===== src/rtl/uart_tx_frame_serializer.sv =====
// UART transmit frame serializer.
// Takes one parallel word through a valid/ready handshake and shifts it out
// as start bit, data bits LSB first, an optional parity bit and stop bits.
// Each bit lasts max(prescale,1) clock cycles, timed by an internal counter.
module uart_tx_frame_serializer #(
  parameter int DATA_WIDTH     = 8,
  parameter int PRESCALE_WIDTH = 16,
  parameter int STOP_BITS      = 1
) (
  input  logic                      clk,
  input  logic                      reset,
  input  logic                      tx_valid,
  input  logic [DATA_WIDTH-1:0]     tx_data,
  output logic                      tx_ready,
  input  logic                      parity_enable,
  input  logic                      parity_type,
  input  logic [PRESCALE_WIDTH-1:0] prescale,
  output logic                      serial_out,
  output logic                      busy,
  output logic                      tx_done
);

  localparam int IDX_W = $clog2(DATA_WIDTH);
  localparam logic [IDX_W-1:0] LAST_IDX = IDX_W'(DATA_WIDTH - 1);
  localparam logic LAST_STOP = 1'(STOP_BITS - 1);

  typedef enum logic [2:0] {
    IDLE,
    START,
    DATA,
    PARITY,
    STOP
  } txState_t;

  txState_t                  r_state;
  logic [PRESCALE_WIDTH-1:0] r_baudCnt;
  logic [PRESCALE_WIDTH-1:0] r_baudMax;
  logic [IDX_W-1:0]          r_bitIdx;
  logic                      r_stopCnt;
  logic [DATA_WIDTH-1:0]     r_shift;
  logic                      r_parEn;
  logic                      r_parBit;
  logic                      r_serialOut;
  logic                      r_txDone;

  txState_t                  w_nextState;
  logic [PRESCALE_WIDTH-1:0] w_nextBaud;
  logic [IDX_W-1:0]          w_nextIdx;
  logic                      w_nextStop;
  logic [DATA_WIDTH-1:0]     w_nextShift;
  logic                      w_nextSerial;
  logic                      w_nextDone;
  logic                      w_accept;
  logic                      w_baudLast;
  logic [PRESCALE_WIDTH-1:0] w_prescaleMax;

  // A prescale of zero behaves like one, so the terminal count is clamped at zero.
  assign w_prescaleMax = (prescale == '0) ? '0 : prescale - PRESCALE_WIDTH'(1);
  assign w_baudLast    = (r_baudCnt == r_baudMax);
  assign w_accept      = (r_state == IDLE) && tx_valid;

  assign tx_ready   = (r_state == IDLE);
  assign busy       = (r_state != IDLE);
  assign serial_out = r_serialOut;
  assign tx_done    = r_txDone;

  // State, counters and the registered line level advance together each clock.
  always_ff @(posedge clk or negedge reset) begin
    if (!reset) begin
      r_state     <= IDLE;
      r_baudCnt   <= '0;
      r_bitIdx    <= '0;
      r_stopCnt   <= 1'b0;
      r_shift     <= '0;
      r_serialOut <= 1'b1;
      r_txDone    <= 1'b0;
    end else begin
      r_state     <= w_nextState;
      r_baudCnt   <= w_nextBaud;
      r_bitIdx    <= w_nextIdx;
      r_stopCnt   <= w_nextStop;
      r_shift     <= w_nextShift;
      r_serialOut <= w_nextSerial;
      r_txDone    <= w_nextDone;
    end
  end

  // Frame options are captured at acceptance so mid-frame input changes are harmless.
  always_ff @(posedge clk or negedge reset) begin
    if (!reset) begin
      r_baudMax <= '0;
      r_parEn   <= 1'b0;
      r_parBit  <= 1'b0;
    end else if (w_accept) begin
      r_baudMax <= w_prescaleMax;
      r_parEn   <= parity_enable;
      r_parBit  <= parity_type ? ~^tx_data : ^tx_data;
    end
  end

  // Next-state logic also decides the level the line takes after this edge.
  always_comb begin
    w_nextState  = r_state;
    w_nextBaud   = r_baudCnt;
    w_nextIdx    = r_bitIdx;
    w_nextStop   = r_stopCnt;
    w_nextShift  = r_shift;
    w_nextSerial = 1'b1;
    w_nextDone   = 1'b0;
    unique case (r_state)
      IDLE: begin
        if (w_accept) begin
          w_nextState  = START;
          w_nextBaud   = '0;
          w_nextShift  = tx_data;
          w_nextSerial = 1'b0;
        end
      end
      START: begin
        w_nextSerial = 1'b0;
        if (w_baudLast) begin
          w_nextState  = DATA;
          w_nextBaud   = '0;
          w_nextIdx    = '0;
          w_nextSerial = r_shift[0];
        end else begin
          w_nextBaud = r_baudCnt + PRESCALE_WIDTH'(1);
        end
      end
      DATA: begin
        w_nextSerial = r_shift[0];
        if (w_baudLast) begin
          w_nextBaud = '0;
          if (r_bitIdx == LAST_IDX) begin
            if (r_parEn) begin
              w_nextState  = PARITY;
              w_nextSerial = r_parBit;
            end else begin
              w_nextState  = STOP;
              w_nextStop   = 1'b0;
              w_nextSerial = 1'b1;
            end
          end else begin
            w_nextIdx    = r_bitIdx + IDX_W'(1);
            w_nextShift  = r_shift >> 1;
            w_nextSerial = r_shift[1];
          end
        end else begin
          w_nextBaud = r_baudCnt + PRESCALE_WIDTH'(1);
        end
      end
      PARITY: begin
        w_nextSerial = r_parBit;
        if (w_baudLast) begin
          w_nextState  = STOP;
          w_nextBaud   = '0;
          w_nextStop   = 1'b0;
          w_nextSerial = 1'b1;
        end else begin
          w_nextBaud = r_baudCnt + PRESCALE_WIDTH'(1);
        end
      end
      STOP: begin
        w_nextSerial = 1'b1;
        if (w_baudLast) begin
          w_nextBaud = '0;
          if (r_stopCnt == LAST_STOP) begin
            w_nextState = IDLE;
            w_nextDone  = 1'b1;
          end else begin
            w_nextStop = r_stopCnt + 1'b1;
          end
        end else begin
          w_nextBaud = r_baudCnt + PRESCALE_WIDTH'(1);
        end
      end
      default: begin
        w_nextState = IDLE;
      end
    endcase
  end

endmodule


===== config.mk =====
export PLATFORM = sky130hd
export DESIGN_NAME = uart_tx_frame_serializer
export DESIGN_NICKNAME = d
export VERILOG_FILES = /design/src/rtl/uart_tx_frame_serializer.sv
export SDC_FILE = /design/constraint.sdc
export NUM_CORES = 1
export LEC_CHECK = 0
export CAP_MARGIN = 10
export CELL_PAD_IN_SITES_DETAIL_PLACEMENT = 0
export CELL_PAD_IN_SITES_GLOBAL_PLACEMENT = 2
export CORE_ASPECT_RATIO = 1.75
export CORE_MARGIN = 2
export CORE_UTILIZATION = 36
export DETAILED_ROUTE_END_ITERATION = 8
export DONT_BUFFER_PORTS = 1
export GPL_ROUTABILITY_DRIVEN = 0
export GPL_TIMING_DRIVEN = 0
export PLACE_DENSITY_LB_ADDON = 0.08
export SKIP_LAST_GASP = 1
export SYNTH_ARGS = -nofsm -noshare
export SYNTH_HDL_FRONTEND = slang
export SYNTH_SLANG_ARGS = --single-unit
export TNS_END_PERCENT = 30

===== constraint.sdc =====
create_clock -name clk -period 2 [get_ports clk]
set_clock_uncertainty 0.1 [all_clocks]
set_input_delay 0.3 -clock clk [delete_from_list [all_inputs] [get_ports clk]]
set_output_delay 0.3 -clock clk [all_outputs]
set_load 0.01 [all_outputs]

==> results of run 1 <==
==> area by class of cell <==
class / count / area, um2
clock buffer: 7 / 143
multi-input combinational: 229 / 1590
buffer: 9 / 65.1
sequential: 50 / 1250
clock inverter: 1 / 5.00
tap: 90 / 113
fill: 806 / 4430
timing repair buffer: 21 / 184
inverter: 18 / 67.6
==> per-layer routing <==
metal  routed length [um]  global-route usage (%)  vias to the layer above  share of wire [%]
met2                 3960                    33.3                       42                 57
met4                  142                    6.60                        0                2.0
met1                 2650                    18.5                     1060                 38
li1                     -                       -                     1132                  -
met5                    0                       0                        -                  0
met3                  216                    2.73                       13                3.1
==> timing repair <==
| action | in CTS | in global routing |
|---|---|---|
| resized for setup | 13 | 20 |
| hold buffers | 2 | 0 |
| endpoints found under the hold margin | 50 | 0 |
| setup buffers | 7 | 12 |
| endpoints found under the setup margin | 47 | 41 |
| pin swaps | 6 | 10 |
==> state kept, by name, indices dropped and copies added (netlist names) <==
signal	count
r_baudCnt	16
r_baudMax	16
r_shift	8
r_bitIdx	3
r_state	3
r_parBit	1
r_parEn	1
serial_out	1
tx_done	1
==> power breakdown <==
group / switching, uW / total (uW) / internal, uW
registers: 0 / 1010 / 1010
logic: 50.9 / 96.8 / 45.9
clock network: 369 / 866 / 497
total: 420 / 1970 / 1550
==> critical path, stage by stage (launching register included) <==
cell and delay (ns):
dfrtp_2 0.44, xor2_1 0.16, nor4_2 0.26, buf_4 0.16, and4_4 0.26, buf_8 0.14, nand4_1 0.11, a221oi_2 0.22
==> cell usage after synthesis, types with 3 or more instances <==
cell      count
ha_1          5
nand3_1      10
inv_1        18
nor3_2        3
and3_1        4
clkbuf_1      4
a21oi_1      12
or4_1         3
xor2_1       19
nand2_1      20
o21ai_1       8
nor4_1       10
nor3_1       13
buf_2         4
dfrtp_1      49
a22o_1        3
xnor2_1      29
a31oi_1       7
nor2_1       36
o22a_1        7
o21ai_0      11
==> through the flow <==
step	area (um2)	setup WS, ns	std cells	total power (uW)
2_1_floorplan	2870	0.0792	307	1090
3_3_place_gp	2980	-0.439	397	1100
3_5_place_dp	2980	-0.432	397	1100
4_1_cts	3270	-0.0503	413	2010
5_1_grt	3420	-0.0618	425	2060
6_report	3420	0.0532	425	1970
==> logic make-up (layout without fill, tap and decap cells) <==
kind of cell / Yosys count / count (layout) / share of synthesized area, %
AOI/OAI and AO/OA: 60 / 60 / 14.0
xor gates and xnor gates: 48 / 48 / 14.6
adders and majority gates: 5 / 5 / 2.18
buffers and inverters: 28 / 56 / 4.10
DFF: 50 / 50 / 43.6
muxes: 2 / 2 / 0.785
and+or+nand+nor: 114 / 114 / 20.7
==> final timing paths <==
path | start | to | slack, ns
max | r_baudCnt[9] | r_state[0] | 0.05
min | prescale[0] | r_baudMax[0] | 0.02
max in group asynchronous | reset | r_baudCnt[9] | 1.12
min in group asynchronous | reset | tx_done | 0.41
max reg2reg | r_baudCnt[9] | r_state[0] | 0.05
min reg2reg | r_baudMax[4] | r_baudMax[4] | 0.40
==> run_results.csv, run 1 <==
group,metric,value,unit
timing,setup_viol,0,
clock_tree,htree_levels,2,
route,firstDrtPassIters,6,
cells_and_area,layout-drive-gt1-share,18.8,%
cells_and_area,final_common_cell,"dfrtp_1",
clock_tree,cts_tree,"yes",
floorplanning,boundaryPins,33,
hold_path,hp-class,"in2reg",
timing,fin_crit,1.95,ns
hold_path,hold_depth,1,
clock_tree,cts_num_sinks,50,
grt,grt_max_degree,51,
clock_tree,clk_latency,0.29,ns
route,vias_per_cell,5.29,
logic_synthesis,syn-cell-area,2870,um2
setup_path,cp.arrival,2.05,ns
placed_design,hpwl,5.28,mm
timing,hold_slack,0.0222,ns
cells_and_area,layout.nets,368,
route,route.detailed.drc,0,
logic_synthesis,synth_area_leaders,"dfrtp_1 (43%), xnor2_1 (8.8%), xor2_1 (5.8%), nor2_1 (4.7%), nand2_1 (2.6%)",
clock_tree,numCtsBuffers,5,
grt,grt_first_pass_wirelength,11.6,mm
logic_synthesis,avgSynthCellArea,9.35,um2
grt,grt_pass1_vias,2331,
cells_and_area,synthToLayoutAreaGrowth,19.3,%
outcome,outcome,"complete, no violations",
timing,timing.final.hold_violations,0,
cells_and_area,layout_common_cells,"dfrtp_1 (47), nor2_1 (34), xnor2_1 (29)",
logic_synthesis,postSynthCellCount,307,
route,drt_wl_total,6.97,mm
route,drtIter0Drc,80,
timing,period_share,97.3,%
setup_path,crit_fanout,10,
placed_design,portBuffers,0,
power,p_per_area,576,nW/um2
floorplanning,fp-row-count,43,
logic_synthesis,synth_edf_count,0,
grt,grt_overflow,0,
timing,fmax,514,MHz
logic_synthesis,synth_top_area_share,42.7,%
logic_synthesis,synthFlopType,"dfrtp_1",
logic_synthesis,synth_top_area_cell,"dfrtp_1",
setup_path,rr_worst_depth,7,
logic_synthesis,ys_types,47,
timing,worst_pin_slew,0.543,ns
setup_path,cp-start-kind,"flop",
timing,maxSlewViolCount,0,
setup_path,crit_path_end_kind,"flop",
timing,relSlewSlack,63.5,%
grt,antenna_found_initial,0,
setup_path,worst_ep_required_time,2.10,ns
logic_synthesis,synthArstFlopShare,100,%
logic_synthesis,syn_nets,341,
clock_tree,cts.clk_slew.worst_paths,0.07,ns
clock_tree,cts_buffer_depth,2,
timing,fin_setup_tns,0,ns
logic_synthesis,synth_warnings,0,
route,avgRoutedWirePerCell,16.4,um
logic_synthesis,synth-seq-cells,50,
cells_and_area,diodes,0,
grt,track_usage,17.4,%
setup_path,path_class,"reg2reg",
power,leakagePower,0.00151,uW
route,vias,2247,
route,ant_nets,0,
logic_synthesis,yosysSeqAreaShare,43.6,%
power,vdd_drop_max,0.306,mV
floorplanning,placeableCoreArea,7860,um2
floorplanning,design.die.area,8730,um2
floorplanning,start_util,36.5,%
timing,rsz0062_at_grt,"yes",
clock_tree,root_buffer,"clkbuf_16",
floorplanning,die_h,122,um
flow_run,cap_violations,0,
floorplanning,die_x,71.5,um
cells_and_area,final_util,43.6,%
(Power assumes the default switching activity.)
==> inputs of run 2 (changes only) <==
--- a/constraint.sdc
+++ b/constraint.sdc
@@ -4,2 +4,2 @@
 set_output_delay 0.3 -clock clk [all_outputs]
-set_load 0.01 [all_outputs]
+set_load 0.1 [all_outputs]
==> run_results.csv, run 2 (synthesized netlist as in run 1, its figures left out) <==
group,metric,value,unit
timing,fin_crit,3.08,ns
power,p_clk_share,42.8,%
grt,grtUsageMet1,18.1,%
clock_tree,cts_num_sinks,50,
clock_tree,root_buffer,"clkbuf_16",
hold_path,hold_start,"prescale[0]",
flow_run,cap_violations,0,
cells_and_area,layout.nets,349,
cells_and_area,synthToLayoutAreaGrowth,10.2,%
route,vias_per_cell,5.38,
power,p_switching,420,uW
setup_path,worst_ep_required_time,2.07,ns
grt,met3_usage,2.56,%
floorplanning,die_x,71.5,um
cells_and_area,seqCellArea,1250,um2
cells_and_area,diodes,0,
timing,timing.final.hold_violations,0,
timing,relSlewSlack,23.3,%
grt,top_usage_layer,"met2",
cells_and_area,fin_cells,406,
clock_tree,cts_tree,"yes",
floorplanning,fp-row-count,43,
grt,grt_overflow,0,
grt,grt_first_pass_wirelength,11.0,mm
power,leakagePower,0.00141,uW
timing,period_share,154,%
clock_tree,cts-resized-gates,0,
floorplanning,boundaryPins,33,
floorplanning,die_h,122,um
route,firstDrtPassIters,4,
route,avgRoutedWirePerCell,16.7,um
floorplanning,start_util,36.5,%
power,p_comb_share,5.0,%
hold_path,hold_depth,1,
setup_path,r2r-start,"r_state[1]",
route,drt_wl_total,6.78,mm
timing,worst_slack,-1.08,ns
outcome,outcome,"finished with violations",
grt,grt_max_degree,51,
power,switching_share,21.7,%
route,drtIter0Drc,96,
grt,antenna_found_initial,0,
grt,grt_pass1_vias,2208,
route,route.detailed.drc,0,
timing,setup_viol,51,
power,p_per_area,613,nW/um2
timing,hold_slack,0.0159,ns
timing,maxSlewViolCount,0,
route,ant_nets,0,
cells_and_area,layout-drive-gt1-share,8.23,%
setup_path,crit_fanout,10,
clock_tree,clk_latency,0.30,ns
setup_path,cp-start-kind,"flop",
hold_path,whs_endpoint,"r_baudMax[0]",
setup_path,rr_worst_depth,5,
route,vias,2184,
outcome,violations,"negative setup slack",
clock_tree,numCtsBuffers,5,
clock_tree,cts_buffer_depth,2,
grt,track_usage,16.6,%
setup_path,reg2reg_to,"r_baudCnt[4]",
setup_path,crit_path_end_kind,"flop",
timing,fin_setup_tns,-35.54,ns
grt,met2_usage,31.7,%
clock_tree,cts_setup_buffers,0,
power,p_int,1520,uW
hold_path,hp-class,"in2reg",
timing,worst_pin_slew,1.15,ns
setup_path,cp.arrival,3.16,ns
placed_design,dp_cells,397,
setup_path,path_class,"reg2reg",
clock_tree,cts.clk_slew.worst_paths,0.07,ns
cells_and_area,top_regs,"r_baudCnt (16), r_baudMax (16), r_shift (8)",
placed_design,hpwl,5.25,mm
cells_and_area,multi_input_area,1510,um2
power,seq_power_share,52.2,%
setup_path,r2r_setup_slack,-1.08,ns
floorplanning,design.die.area,8730,um2
cells_and_area,layout_common_cells,"dfrtp_1 (49), nor2_1 (36), xnor2_1 (29)",
floorplanning,placeableCoreArea,7860,um2
placed_design,portBuffers,0,
timing,rsz0062_at_grt,"yes",
cells_and_area,nFillCells,834,
clock_tree,htree_levels,2,
power,vdd_drop_max,0.315,mV
timing,fmax,324,MHz
cells_and_area,final_common_cell,"dfrtp_1",
[run 2: area by class of cell]
type / instances / area share [%]
clock inverter: 2 / 0.317
multi-input combinational: 229 / 47.6
buffer: 9 / 1.46
clock buffer: 6 / 4.08
sequential: 50 / 39.6
inverter: 18 / 2.14
timing repair buffer: 2 / 1.19
tap: 90 / 3.56
[run 2: how the worst max path moves through the flow]
stage               startpoint       endpoint  cells past startpoint
floorplan           r_state[1]   r_baudCnt[0]                      4
global placement    r_state[0]   r_baudCnt[4]                      5
detailed placement  r_state[0]  r_baudCnt[10]                      5
CTS                 r_state[1]   r_baudCnt[4]                      5
global route        r_state[1]  r_baudCnt[14]                      5
finish              r_state[1]   r_baudCnt[4]                      5
[run 2: critical path, cell delays in order, from the launching register on]
cell     delay (ns)
dfrtp_1        0.41
nor3_4         0.95
inv_1          0.80
a31oi_4        0.41
buf_4          0.22
nor2_1         0.06
[run 2: power by group through the flow]
stage / registers (uW) / logic (uW) / clock network (uW)
2_1_floorplan: 1030 / 59.4 / 0
3_3_place_gp: 1030 / 71.3 / 0
3_5_place_dp: 1030 / 71.1 / 0
4_1_cts: 1010 / 102 / 856
5_1_grt: 1010 / 110 / 905
6_report: 1010 / 97.7 / 828
[run 2: through the flow]
stage          setup slack (ns)  total power [uW]  utilization, %  instance area [um2]
2_1_floorplan            -0.857              1090               -                 2880
6_report                  -1.08              1940            40.3                 3160
3_5_place_dp              -1.10              1100            38.1                 2990
3_3_place_gp              -1.09              1100            38.1                 2990
4_1_cts                   -1.13              1970            40.3                 3160
5_1_grt                   -1.21              2030            40.3                 3160
[run 2: repair_timing]
item	in CTS	in global routing
hold buffers	2	0
hold endpoints to repair	50	0
endpoints found under the setup margin	52	52
pin swaps	1	0
[run 2: per-layer routing]
| layer | vias up | wire length, um |
|---|---|---|
| met5 | - | 0 |
| met4 | 0 | 97 |
| met3 | 6 | 219 |
| met2 | 38 | 3790 |
| met1 | 1049 | 2670 |
| li1 | 1091 | - |
